### src/rtl/memory_arbiter_pkg.sv
// Shared encodings for the RAM arbiter: arbiter states and read-data owner.
package memory_arbiter_pkg;

    // Owner of the last granted cycle
    typedef enum logic [1:0] {
        ARB_IDLE       = 2'd0,
        ARB_CPU        = 2'd1,
        ARB_DEV        = 2'd2,
        ARB_DEV_LOCKED = 2'd3
    } arb_state_e;

    // Which master the read data returning this cycle belongs to
    typedef enum logic [1:0] {
        OWNER_NONE = 2'd0,
        OWNER_CPU  = 2'd1,
        OWNER_DEV  = 2'd2
    } owner_e;

    // Bits needed to hold a count from 0 up to and including limit
    function automatic int unsigned starve_cnt_width(input int unsigned limit);
        return (limit < 1) ? 1 : $clog2(limit + 1);
    endfunction

endpackage

### src/rtl/arbiter_starve_counter.sv
// Saturating count of consecutive cpu grants while the device is waiting.
module arbiter_starve_counter
    import memory_arbiter_pkg::*;
#(
    parameter int unsigned LIMIT = 4
) (
    input  logic clk_i,
    input  logic rst_i,
    input  logic inc_i,
    input  logic clear_i,
    output logic at_limit_o
);

    localparam int unsigned CW = starve_cnt_width(LIMIT);

    logic [CW-1:0] cnt_q;
    logic [CW-1:0] cnt_d;

    // Clear wins; otherwise count up and stick at the limit
    always_comb begin
        cnt_d = cnt_q;
        if (clear_i) begin
            cnt_d = '0;
        end else if (inc_i && (cnt_q != CW'(LIMIT))) begin
            cnt_d = cnt_q + 1'b1;
        end
    end

    // Count register
    always_ff @(posedge clk_i or posedge rst_i) begin
        if (rst_i) begin
            cnt_q <= '0;
        end else begin
            cnt_q <= cnt_d;
        end
    end

    assign at_limit_o = (cnt_q == CW'(LIMIT));

endmodule

### src/rtl/memory_arbiter.sv
// Single-port RAM arbiter: cpu priority, bounded device starvation, device lock.
module memory_arbiter
    import memory_arbiter_pkg::*;
#(
    parameter int unsigned ADDRESS_WIDTH = 13,
    parameter int unsigned DATA_WIDTH    = 16,
    parameter int unsigned STARVE_LIMIT  = 4
) (
    input  logic                     clock_input,
    input  logic                     reset,
    input  logic                     cpu_req,
    input  logic                     cpu_write,
    input  logic [ADDRESS_WIDTH-1:0] cpu_addr,
    input  logic [DATA_WIDTH-1:0]    cpu_wdata,
    output logic                     cpu_gnt,
    output logic                     cpu_rvalid,
    output logic [DATA_WIDTH-1:0]    cpu_rdata,
    input  logic                     dev_req,
    input  logic                     dev_write,
    input  logic [ADDRESS_WIDTH-1:0] dev_addr,
    input  logic [DATA_WIDTH-1:0]    dev_wdata,
    input  logic                     dev_lock,
    output logic                     dev_gnt,
    output logic                     dev_rvalid,
    output logic [DATA_WIDTH-1:0]    dev_rdata,
    output logic                     mem_en,
    output logic                     mem_we,
    output logic [ADDRESS_WIDTH-1:0] mem_addr,
    output logic [DATA_WIDTH-1:0]    mem_wdata,
    input  logic [DATA_WIDTH-1:0]    mem_rdata
);

    arb_state_e state_q;
    arb_state_e state_d;
    owner_e     rd_owner_q;
    owner_e     rd_owner_d;
    logic       locked_hold;
    logic       at_limit;

    arbiter_starve_counter #(
        .LIMIT (STARVE_LIMIT)
    ) u_starve (
        .clk_i      (clock_input),
        .rst_i      (reset),
        .inc_i      (cpu_gnt & dev_req),
        .clear_i    (dev_gnt | ~dev_req),
        .at_limit_o (at_limit)
    );

    // Grant decision; grants are masked while reset is high so every output reads 0
    always_comb begin
        cpu_gnt     = 1'b0;
        dev_gnt     = 1'b0;
        locked_hold = (state_q == ARB_DEV_LOCKED) && dev_lock;
        if (reset) begin
            cpu_gnt = 1'b0;
            dev_gnt = 1'b0;
        end else if (locked_hold) begin
            dev_gnt = dev_req;
        end else if (cpu_req && dev_req) begin
            if (at_limit) begin
                dev_gnt = 1'b1;
            end else begin
                cpu_gnt = 1'b1;
            end
        end else begin
            cpu_gnt = cpu_req;
            dev_gnt = dev_req;
        end
    end

    // RAM port mux from the granted master, all zero when nobody is granted
    always_comb begin
        mem_en    = cpu_gnt | dev_gnt;
        mem_we    = 1'b0;
        mem_addr  = '0;
        mem_wdata = '0;
        if (cpu_gnt) begin
            mem_we    = cpu_write;
            mem_addr  = cpu_addr;
            mem_wdata = cpu_wdata;
        end else if (dev_gnt) begin
            mem_we    = dev_write;
            mem_addr  = dev_addr;
            mem_wdata = dev_wdata;
        end
    end

    // Next owner state and which master the next cycle's read data belongs to
    always_comb begin
        state_d    = ARB_IDLE;
        rd_owner_d = OWNER_NONE;
        if ((dev_gnt && dev_lock) || locked_hold) begin
            state_d = ARB_DEV_LOCKED;
        end else if (dev_gnt) begin
            state_d = ARB_DEV;
        end else if (cpu_gnt) begin
            state_d = ARB_CPU;
        end
        if (cpu_gnt && !cpu_write) begin
            rd_owner_d = OWNER_CPU;
        end else if (dev_gnt && !dev_write) begin
            rd_owner_d = OWNER_DEV;
        end
    end

    // Arbiter state and read owner registers
    always_ff @(posedge clock_input or posedge reset) begin
        if (reset) begin
            state_q    <= ARB_IDLE;
            rd_owner_q <= OWNER_NONE;
        end else begin
            state_q    <= state_d;
            rd_owner_q <= rd_owner_d;
        end
    end

    assign cpu_rvalid = (rd_owner_q == OWNER_CPU);
    assign dev_rvalid = (rd_owner_q == OWNER_DEV);
    assign cpu_rdata  = cpu_rvalid ? mem_rdata : '0;
    assign dev_rdata  = dev_rvalid ? mem_rdata : '0;

endmodule
### config.mk
export PLATFORM = sky130hd
export DESIGN_NAME = memory_arbiter
export DESIGN_NICKNAME = d
export VERILOG_FILES = /design/src/rtl/memory_arbiter_pkg.sv /design/src/rtl/arbiter_starve_counter.sv /design/src/rtl/memory_arbiter.sv
export SDC_FILE = /design/constraint.sdc
export NUM_CORES = 1
export LEC_CHECK = 0
export CORE_MARGIN = 1
export CORE_UTILIZATION = 31
export CTS_CLUSTER_DIAMETER = 60
export DETAILED_ROUTE_END_ITERATION = 8
export GPL_ROUTABILITY_DRIVEN = 1
export PLACE_DENSITY = 0.95
export SYNTH_ARGS = -nofsm -noshare
export SYNTH_HDL_FRONTEND = slang
export SYNTH_SLANG_ARGS = --single-unit
### constraint.sdc
create_clock -name clock_input -period 4.25 [get_ports clock_input]
set_input_delay 0.425 -clock clock_input [delete_from_list [all_inputs] [get_ports clock_input]]
set_output_delay 0.425 -clock clock_input [all_outputs]
set_load 0.005 [all_outputs]
; ---- After elaboration in Yosys (flattened, before gate mapping)
; Index checks and enable logic that the tools add are counted.
[totals]
output_inout_bits = 67
elab_cells = 46
input_bits = 81
ff_bits = 7
[classes]
n_mux = 23
n_reduce_logical = 10
addsub = 1
n_bitwise = 4
eq_ne = 5
[op_table]
columns = op, n
row1 = two-way mux 16 bit, 4
row2 = two-way mux 13 bit, 2
row3 = two-way mux 1 bit, 11
row4 = two-way mux 2 bit, 4
row5 = logical AND 1 bit, 6
row6 = two-way mux 3 bit, 2
row7 = == test 2 bit (second input constant), 2
row8 = adder 3 x 1 -> 3 bit (second input constant), 1
row9 = == test 3 bit (second input constant), 1
row10 = != test 3 bit (second input constant), 1
row11 = == test 2 x 1 -> 1 bit (second input constant), 1
row12 = logical NOT 1 bit, 2
row13 = bitwise OR 1 bit, 2
row14 = nonzero test 2 bit, 1
row15 = AND 1 bit, 1
row16 = logical OR 1 bit, 1
row17 = inverter 1 bit, 1

; ---- Logic depth before layout (Yosys ltp)
; Gate-level depths: netlist of the first run.
[depth]
depth_word = 9
ltp_mapped = 6
mapped_depth_nobuf = 5

; ---- By module
; A second synthesis of the first run with hierarchy kept.
[hier_totals]
cells_unflattened = 183
hier_area_um2 = 1433.9
[by_module_without_submodules]
columns = module, instances, seq_area_each_um2, area_per_inst_um2, cells_per_inst
row1 = memory_arbiter, 1, 100.1, 1232.4, 164
row2 = arbiter_starve_counter, 1, 75.1, 201.4, 19

; ---- Worst setup path before layout of the first run
; Ideal clock, no wire load.
[synth_path]
kind = input to output
startpoint = input port u_starve.cnt_q[0]
endpoint = output port mem_addr[0]
slack_ps = 2507
arrival_ps = 1318
cell_stages = 7
required_time_ps = 3825
n_path_buf = 1
path_cell_list = dfrtp_1 -> inv_1 -> ha_1 -> a21boi_2 -> a21o_1 -> buf_6 -> o32ai_2
[synth_between]
elab_chain_len = 7
elab_cells_between_ends = 11
cone_classes = 1 x eq/ne / 10 x mux
[synth_lines]
columns = item, line
row1 = from (decl), arbiter_starve_counter.sv:16  ; logic [CW-1:0] cnt_q;
row2 = == test 3 bit (*), arbiter_starve_counter.sv:38  ; assign at_limit_o = (cnt_q == CW'(LIMIT));
row3 = two-way mux 1 bit, memory_arbiter.sv:61  ; if (at_limit) begin
row4 = two-way mux 1 bit, memory_arbiter.sv:60  ; end else if (cpu_req && dev_req) begin
row5 = two-way mux 1 bit, memory_arbiter.sv:58  ; end else if (locked_hold) begin
row6 = two-way mux 1 bit, memory_arbiter.sv:55  ; if (reset) begin
row7 = two-way mux 13 bit, memory_arbiter.sv:82  ; end else if (dev_gnt) begin
row8 = two-way mux 13 bit (*), memory_arbiter.sv:78  ; if (cpu_gnt) begin
row9 = to (decl), memory_arbiter.sv:28  ; output logic [ADDRESS_WIDTH-1:0] mem_addr,
; Every way passes the cells marked *; elsewhere a longest branch is shown, timed or not.

; ---- Worst setup path after layout of the first run
[layout_path]
startpoint = input port dev_lock
endpoint = output port mem_wdata[0]
[layout_between]
elab_chain_len = 5
elab_cells_between_ends = 7
cone_classes = 6 x mux / 1 x reduce/logical
[layout_lines]
columns = item, line
row1 = from (decl), memory_arbiter.sv:22  ; input logic dev_lock,
row2 = logical AND 1 bit (*), memory_arbiter.sv:54  ; locked_hold = (state_q == ARB_DEV_LOCKED) && dev_lock;
row3 = two-way mux 1 bit, memory_arbiter.sv:58
row4 = two-way mux 1 bit, memory_arbiter.sv:55
row5 = two-way mux 16 bit, memory_arbiter.sv:82
row6 = two-way mux 16 bit (*), memory_arbiter.sv:78
row7 = to (decl), memory_arbiter.sv:29  ; output logic [DATA_WIDTH-1:0] mem_wdata,
; Marks and branches as above.

==> results.md, run 1 <==
- Final worst path period share: 0.747
- Endpoint required time on the critical path: 3830 ps
- Most area-consuming cells after synthesis: sky130_fd_sc_hd__o32ai_2, sky130_fd_sc_hd__and2_1, sky130_fd_sc_hd__dfrtp_1
- CP max FO: 30
- I/O pin count: 148
- Clock Pin Slew Worst Setup and Hold Paths: 40 ps
- Placed wire-length estimate: 4120 um
- Worst setup slack before clock tree synthesis: 1080 ps
- Total track usage: 0.202
- Final std cell area, no fill: 2900 um^2
- Synthesized netlist cell count: 180
- Flip-flop and latch count after synthesis: 7
- Cell area after placement: 2860 um^2
- # setup viols final: 0
- Number of instances in the placed design: 365
- Critical R2R Launch: u_starve.cnt_q[0]$_DFFE_PP0P_
- Crit path capture: mem_wdata[0]
- Post-Syn Area per Cell: 7.71 um^2
- Pwr dens: 132 nW/um^2
- Buffer cell driving the clock tree root: sky130_fd_sc_hd__clkbuf_8
- Worst voltage drop across the vdd grid: 0.0783 mV
- Clock tree from TritonCTS: built
- Proportion of synthesized flip-flops having asynchronous set or reset: 1.00
- Starting DRT DRC Count: 43
- Total count of hold-check failures in the final report: 0
- Max-cap violation count: 0
- Post-detailed-route count of antenna-violating nets: 0
- R2R depth: 5
- Maximum number of pins on one net before global-route repair: 40
- DRT Wirelength: 5100 um
- CP Class: input port to output port
- Prevailing post-synth register cell: sky130_fd_sc_hd__dfrtp_1
- IO Port Bufs: 147
- Wire length of the first global-routing pass: 7250 um
- Cell leakage power: 1.18 nW
- Yosys warning count: 0
- Clock Path Buffers: 2
- Layout Nets: 403
- Insertion delay to the later sink of the worst-skew pair: 220 ps
- Die extent in y: 68.9 um
- Layout cells sized above 1: 0.125
- Launch instance of the worst min-delay path: u_starve.cnt_q[0]$_DFFE_PP0P_
- Clock tree skew after final layout: 2.80 ps
- Achievable Freq: 0.315 GHz
- Area of the multi-input gates: 1000 um^2
- Slew at the pin closest to its max-slew limit: 920 ps
- Deepest level of the CTS H-tree: 1
- Placer congestion estimate: 0.842
- Core Box Area: 4140 um^2
- Vias per cell: 5.05
- Number of distinct library cells after synthesis: 24
- Share of the yosys chip area belonging to registers: 0.126
- Remaining DRCs: 0
- Die Footprint: 4750 um^2
- Slack of the worst reg-to-reg path: 2910 ps
- Count of inserted antenna diode cells: 0
- Relative area change from synthesis to final layout: 109%
- Number of antenna violations at the first check in global routing: 0
- Top cell type by total area after synthesis: sky130_fd_sc_hd__o32ai_2
- Final critical path time including I/O delays and setup: 3170 ps
- Capture instance of the worst register-to-register path: rd_owner_q[1]$_DFF_PP0_
- Cell Count, Final, Fillers Out: 369
- Final Core Density: 0.700
- Layout fillers: 340
- Area of the mapped netlist: 1390 um^2
- Sinks on Clock Net: 7
- Data arrival time of the critical path: 2750 ps
- Outcome: complete, no violations
- Total clock buffers created by CTS: 3
- Std cell rows: 23
- Final Worst Setup Slack: 1080 ps
- Setup TNS after final layout: 0 ps
- Via Count: 1,862
- CP Launch Type: input port
- Die Span X: 68.9 um
- Setup repair after global routing missed its margin: false
- # resized after CTS: 0
- Endpoint kind of the worst setup timing path: output port
- Fraction of synthesized cell area taken by the top area cell type: 0.352
- Synth top cells by count: sky130_fd_sc_hd__inv_1, sky130_fd_sc_hd__nand2_1, sky130_fd_sc_hd__and2_1
- Number of max-slew violations in the final report: 0
- Post-synth EDFFs: 0
- Vias in the first global route: 1,643
- Cts hold-fix bufs: 0
- Number of nets produced by synthesis: 263
- Buffers inserted during post-CTS setup optimization: 0
- Register area: 175 um^2
- Average detailed-routed wire length per instance: 13.8 um
- Grt ovf: 0
- Detailed Routing Iterations Pass 1: 4
- Effective utilization at floorplan: 0.335
- Beginning of the critical path: dev_lock
- Worst min-delay path category: flop to flop
- Slew Limit Headroom: 0.386
## metal layers
metal / global-route usage / share of wire / routed length (um) / up-vias
li1: - / - / - / 897
met1: 0.200 / 0.34 / 1740 / 852
met2: 0.390 / 0.53 / 2700 / 109
met3: 0.0724 / 0.12 / 623 / 4
met4: 0.0561 / 0.0080 / 41 / 0
met5: 0 / 0 / 0 / -
## registers in the layout, summed over array words and instances, names as in the netlist
name and cells:
rd_owner_q 2, u_starve.cnt_q 3, state_q 2
## logic make-up (layout without fill, tap and decap cells)
group	after synthesis	in the layout	synth area share
AO/OA/AOI/OAI	40	40	0.397
adder cells (fa/ha/maj)	2	2	0.0180
buffers and inverters	49	188	0.154
flip-flops	7	7	0.126
AND/OR/NAND/NOR	82	82	0.305
## final cells by class
type,count,area share
multi-input cells,124,0.346
repair buffers,150,0.513
inverters,34,0.0440
flip-flops and latches,7,0.0603
well taps,50,0.0216
clock buffers,4,0.0155
## layout by cell type, fill, tap and decap left out, drive strengths merged
| cell type | instances |
|---|---|
| nor4 | 1 |
| clkdlybuf4s50 | 146 |
| ha | 2 |
| a31oi | 1 |
| and3 | 1 |
| nand4 | 4 |
| nand2 | 34 |
| nand3 | 3 |
| dfrtp | 7 |
| inv | 34 |
| buf | 4 |
| a21oi | 4 |
| nor3 | 1 |
| o32ai | 30 |
| a22oi | 1 |
| a21boi | 1 |
| nor2 | 2 |
| a21o | 1 |
| nor2b | 2 |
| o21ai | 2 |
| and2 | 33 |
| nand2b | 1 |
| clkbuf | 4 |
## worst min-delay path by stage
stage | cells after the start | end
after detailed placement | 2 | u_starve.cnt_q[0]$_DFFE_PP0P_
after global placement | 2 | u_starve.cnt_q[1]$_DFFE_PP0P_
after global routing | 2 | u_starve.cnt_q[0]$_DFFE_PP0P_
after CTS | 2 | u_starve.cnt_q[0]$_DFFE_PP0P_
final | 2 | u_starve.cnt_q[0]$_DFFE_PP0P_
after floorplan | 1 | rd_owner_q[0]$_DFF_PP0_
## power by group
part           internal [mW]  total [mW]  leakage [nW]  switching [mW]
Clock                 0.0647      0.0912        0.0228          0.0265
Combinational          0.139       0.221          1.06          0.0819
Sequential            0.0695      0.0710        0.0943         0.00143
## per-stage QoR
step / hold slack (ps) / total power [mW]
2_1_floorplan: 498 / 0.159
3_3_place_gp: 538 / 0.289
3_5_place_dp: 543 / 0.295
4_1_cts: 548 / 0.390
5_1_grt: 564 / 0.412
6_report: 562 / 0.383
## critical path, cell delays in order
cell	delay (ps)
sky130_fd_sc_hd__clkdlybuf4s50_1	440
sky130_fd_sc_hd__nand3_2	180
sky130_fd_sc_hd__nand3_2	740
sky130_fd_sc_hd__o32ai_2	370
sky130_fd_sc_hd__clkdlybuf4s50_1	580
Power figures use the tool's default switching activity.
==> run 2, diff against run 1 <==
--- a/config.mk
+++ b/config.mk
@@ -6,11 +6,11 @@
 export NUM_CORES = 1
 export LEC_CHECK = 0
 export CORE_MARGIN = 1
-export CORE_UTILIZATION = 31
+export CORE_UTILIZATION = 29
 export CTS_CLUSTER_DIAMETER = 60
 export DETAILED_ROUTE_END_ITERATION = 8
 export GPL_ROUTABILITY_DRIVEN = 1
-export PLACE_DENSITY = 0.95
+export PLACE_DENSITY = 0.93
 export SYNTH_ARGS = -nofsm -noshare
 export SYNTH_HDL_FRONTEND = slang
 export SYNTH_SLANG_ARGS = --single-unit
==> constraint.sdc (replaced) <==
create_clock -name clock_input -period 3.11 [get_ports clock_input]
set_input_delay 0.311 -clock clock_input [delete_from_list [all_inputs] [get_ports clock_input]]
set_output_delay 0.311 -clock clock_input [all_outputs]
set_load 0.005 [all_outputs]
==> results.md, run 2 (synthesized netlist as in run 1, its figures left out) <==
- Slew Limit Headroom: 0.461
- Total clock buffers created by CTS: 3
- Std cell rows: 24
- Global-route track usage on met1: 0.196
- Starting DRT DRC Count: 75
- Setup TNS after final layout: 0 ps
- # resized after CTS: 0
- Via Count: 1,839
- Critical R2R Launch: u_starve.cnt_q[0]$_DFFE_PP0P_
- Area of the multi-input gates: 1000 um^2
- Worst voltage drop across the vdd grid: 0.0867 mV
- Detailed Routing Iterations Pass 1: 6
- Setup repair after global routing missed its margin: false
- DRT Wirelength: 5060 um
- Number of antenna violations at the first check in global routing: 0
- Count of inserted antenna diode cells: 0
- Effective utilization at floorplan: 0.310
- Average detailed-routed wire length per instance: 13.5 um
- Number of max-slew violations in the final report: 0
- Capture instance of the worst register-to-register path: rd_owner_q[1]$_DFF_PP0_
- Register with the most flip-flops: u_starve.cnt_q
- Commonest cells after routing, fill and taps aside: sky130_fd_sc_hd__clkdlybuf4s50_1, sky130_fd_sc_hd__nand2_1, sky130_fd_sc_hd__inv_1
- Buffer cell driving the clock tree root: sky130_fd_sc_hd__clkbuf_8
- Final worst path period share: 0.839
- I/O pin count: 148
- Most common library cell in the layout ignoring fill and taps: sky130_fd_sc_hd__clkdlybuf4s50_1
- Buffers inserted during post-CTS setup optimization: 0
- Endpoint required time on the critical path: 2800 ps
- R2R depth: 5
- Pwr dens: 181 nW/um^2
- Placed wire-length estimate: 4110 um
- Wire length of the first global-routing pass: 8110 um
- Register area: 175 um^2
- Clock Path Buffers: 2
- Vias in the first global route: 1,823
- Data arrival time of the critical path: 2300 ps
- Endpoint kind of the worst setup timing path: output port
- Total count of hold-check failures in the final report: 0
- CP Class: input port to output port
- Slew at the pin closest to its max-slew limit: 808 ps
- Vias per cell: 4.90
- Grt ovf: 0
- Beginning of the critical path: cpu_req
- Cts hold-fix bufs: 0
- Clock tree from TritonCTS: built
- Met2 usage in global routing: 0.402
- Sinks on Clock Net: 7
- Die Footprint: 5070 um^2
- Global Route met3 Usage: 0.0513
- Violated checks: DRC
- Final critical path time including I/O delays and setup: 2610 ps
- CP max FO: 20
- Insertion delay to the later sink of the worst-skew pair: 230 ps
- Max FFs per register: 3
- Remaining DRCs: 13
- Post-layout power: 0.531 mW
- Maximum number of pins on one net before global-route repair: 27
- Post-detailed-route count of antenna-violating nets: 0
- Deepest level of the CTS H-tree: 1
- Largest registers ranked by flip-flop count: u_starve.cnt_q x3, rd_owner_q x2, state_q x2
- Layout cells sized above 1: 0.136
- Achievable Freq: 0.383 GHz
- Outcome: finished, violations left
- Clock tree skew after final layout: 0.631 ps
- Slack of the worst reg-to-reg path: 1750 ps
- Cell leakage power: 1.19 nW
- Core Box Area: 4470 um^2
- Worst min-delay path category: flop to flop
- Crit path capture: mem_wdata[10]
- Layout Nets: 407
- Most heavily used metal layer in global routing: met2
- Clock Pin Slew Worst Setup and Hold Paths: 40 ps
- # setup viols final: 0
- Die extent in y: 71.2 um
- Layout fillers: 389
- Placer congestion estimate: 0.797
- Relative area change from synthesis to final layout: 112%
- CP Launch Type: input port
- IO Port Bufs: 147
- Total track usage: 0.198
- Max-cap violation count: 0
- Die Span X: 71.2 um
-- run 2: changes by cell type in the layout (fill, tap and decap cells not counted), sizes merged --
cell / previous run / this run
buf: 4 / 8
-- run 2: layout make-up --
cell class	instances	share of cell area
Tap cell	52	0.0222
Multi-Input combinational cell	124	0.342
Clock buffer	4	0.0153
Inverter	34	0.0435
Timing Repair Buffer	154	0.517
Sequential cell	7	0.0597
-- run 2: metal layers --
layer	share of wire	routed length [um]
met2	0.54	2740
met4	0.0087	44
met1	0.36	1830
met3	0.087	439
met5	0	0
-- run 2: worst min path at each step --
| stage | from | end | slack, ps | cells past startpoint |
|---|---|---|---|---|
| 3_3_place_gp | u_starve.cnt_q[1]$_DFFE_PP0P_ | u_starve.cnt_q[1]$_DFFE_PP0P_ | 540 | 2 |
| 6_report | u_starve.cnt_q[0]$_DFFE_PP0P_ | u_starve.cnt_q[0]$_DFFE_PP0P_ | 560 | 2 |
| 3_5_place_dp | u_starve.cnt_q[0]$_DFFE_PP0P_ | u_starve.cnt_q[0]$_DFFE_PP0P_ | 550 | 2 |
| 5_1_grt | u_starve.cnt_q[0]$_DFFE_PP0P_ | u_starve.cnt_q[0]$_DFFE_PP0P_ | 580 | 2 |
| 2_1_floorplan | cpu_write | rd_owner_q[0]$_DFF_PP0_ | 380 | 1 |
| 4_1_cts | u_starve.cnt_q[0]$_DFFE_PP0P_ | u_starve.cnt_q[0]$_DFFE_PP0P_ | 560 | 2 |
-- run 2: worst max-delay path, cell delays in order --
cell                              delay (ps)
sky130_fd_sc_hd__clkdlybuf4s50_1         520
sky130_fd_sc_hd__a21boi_2                240
sky130_fd_sc_hd__a21o_1                  210
sky130_fd_sc_hd__buf_4                   230
sky130_fd_sc_hd__o32ai_2                 230
sky130_fd_sc_hd__clkdlybuf4s50_1         550
-- run 2: power by group --
part | internal [mW] | switching, mW | total, mW | leakage (nW)
Clock | 0.0887 | 0.0398 | 0.129 | 0.0228
Combinational | 0.193 | 0.112 | 0.305 | 1.08
Sequential | 0.0950 | 0.00187 | 0.0969 | 0.0943
-- run 2: stage by stage --
stage	instance area (um^2)	util	hold slack [ps]	std cells	worst slack [ps]
after floorplan	1390	-	384	180	1480
after global placement	2890	0.646	537	371	539
after detailed placement	2890	0.646	553	371	503
after CTS	2940	0.656	560	375	488
after global routing	2940	0.656	578	375	396
final	2940	0.656	558	375	501
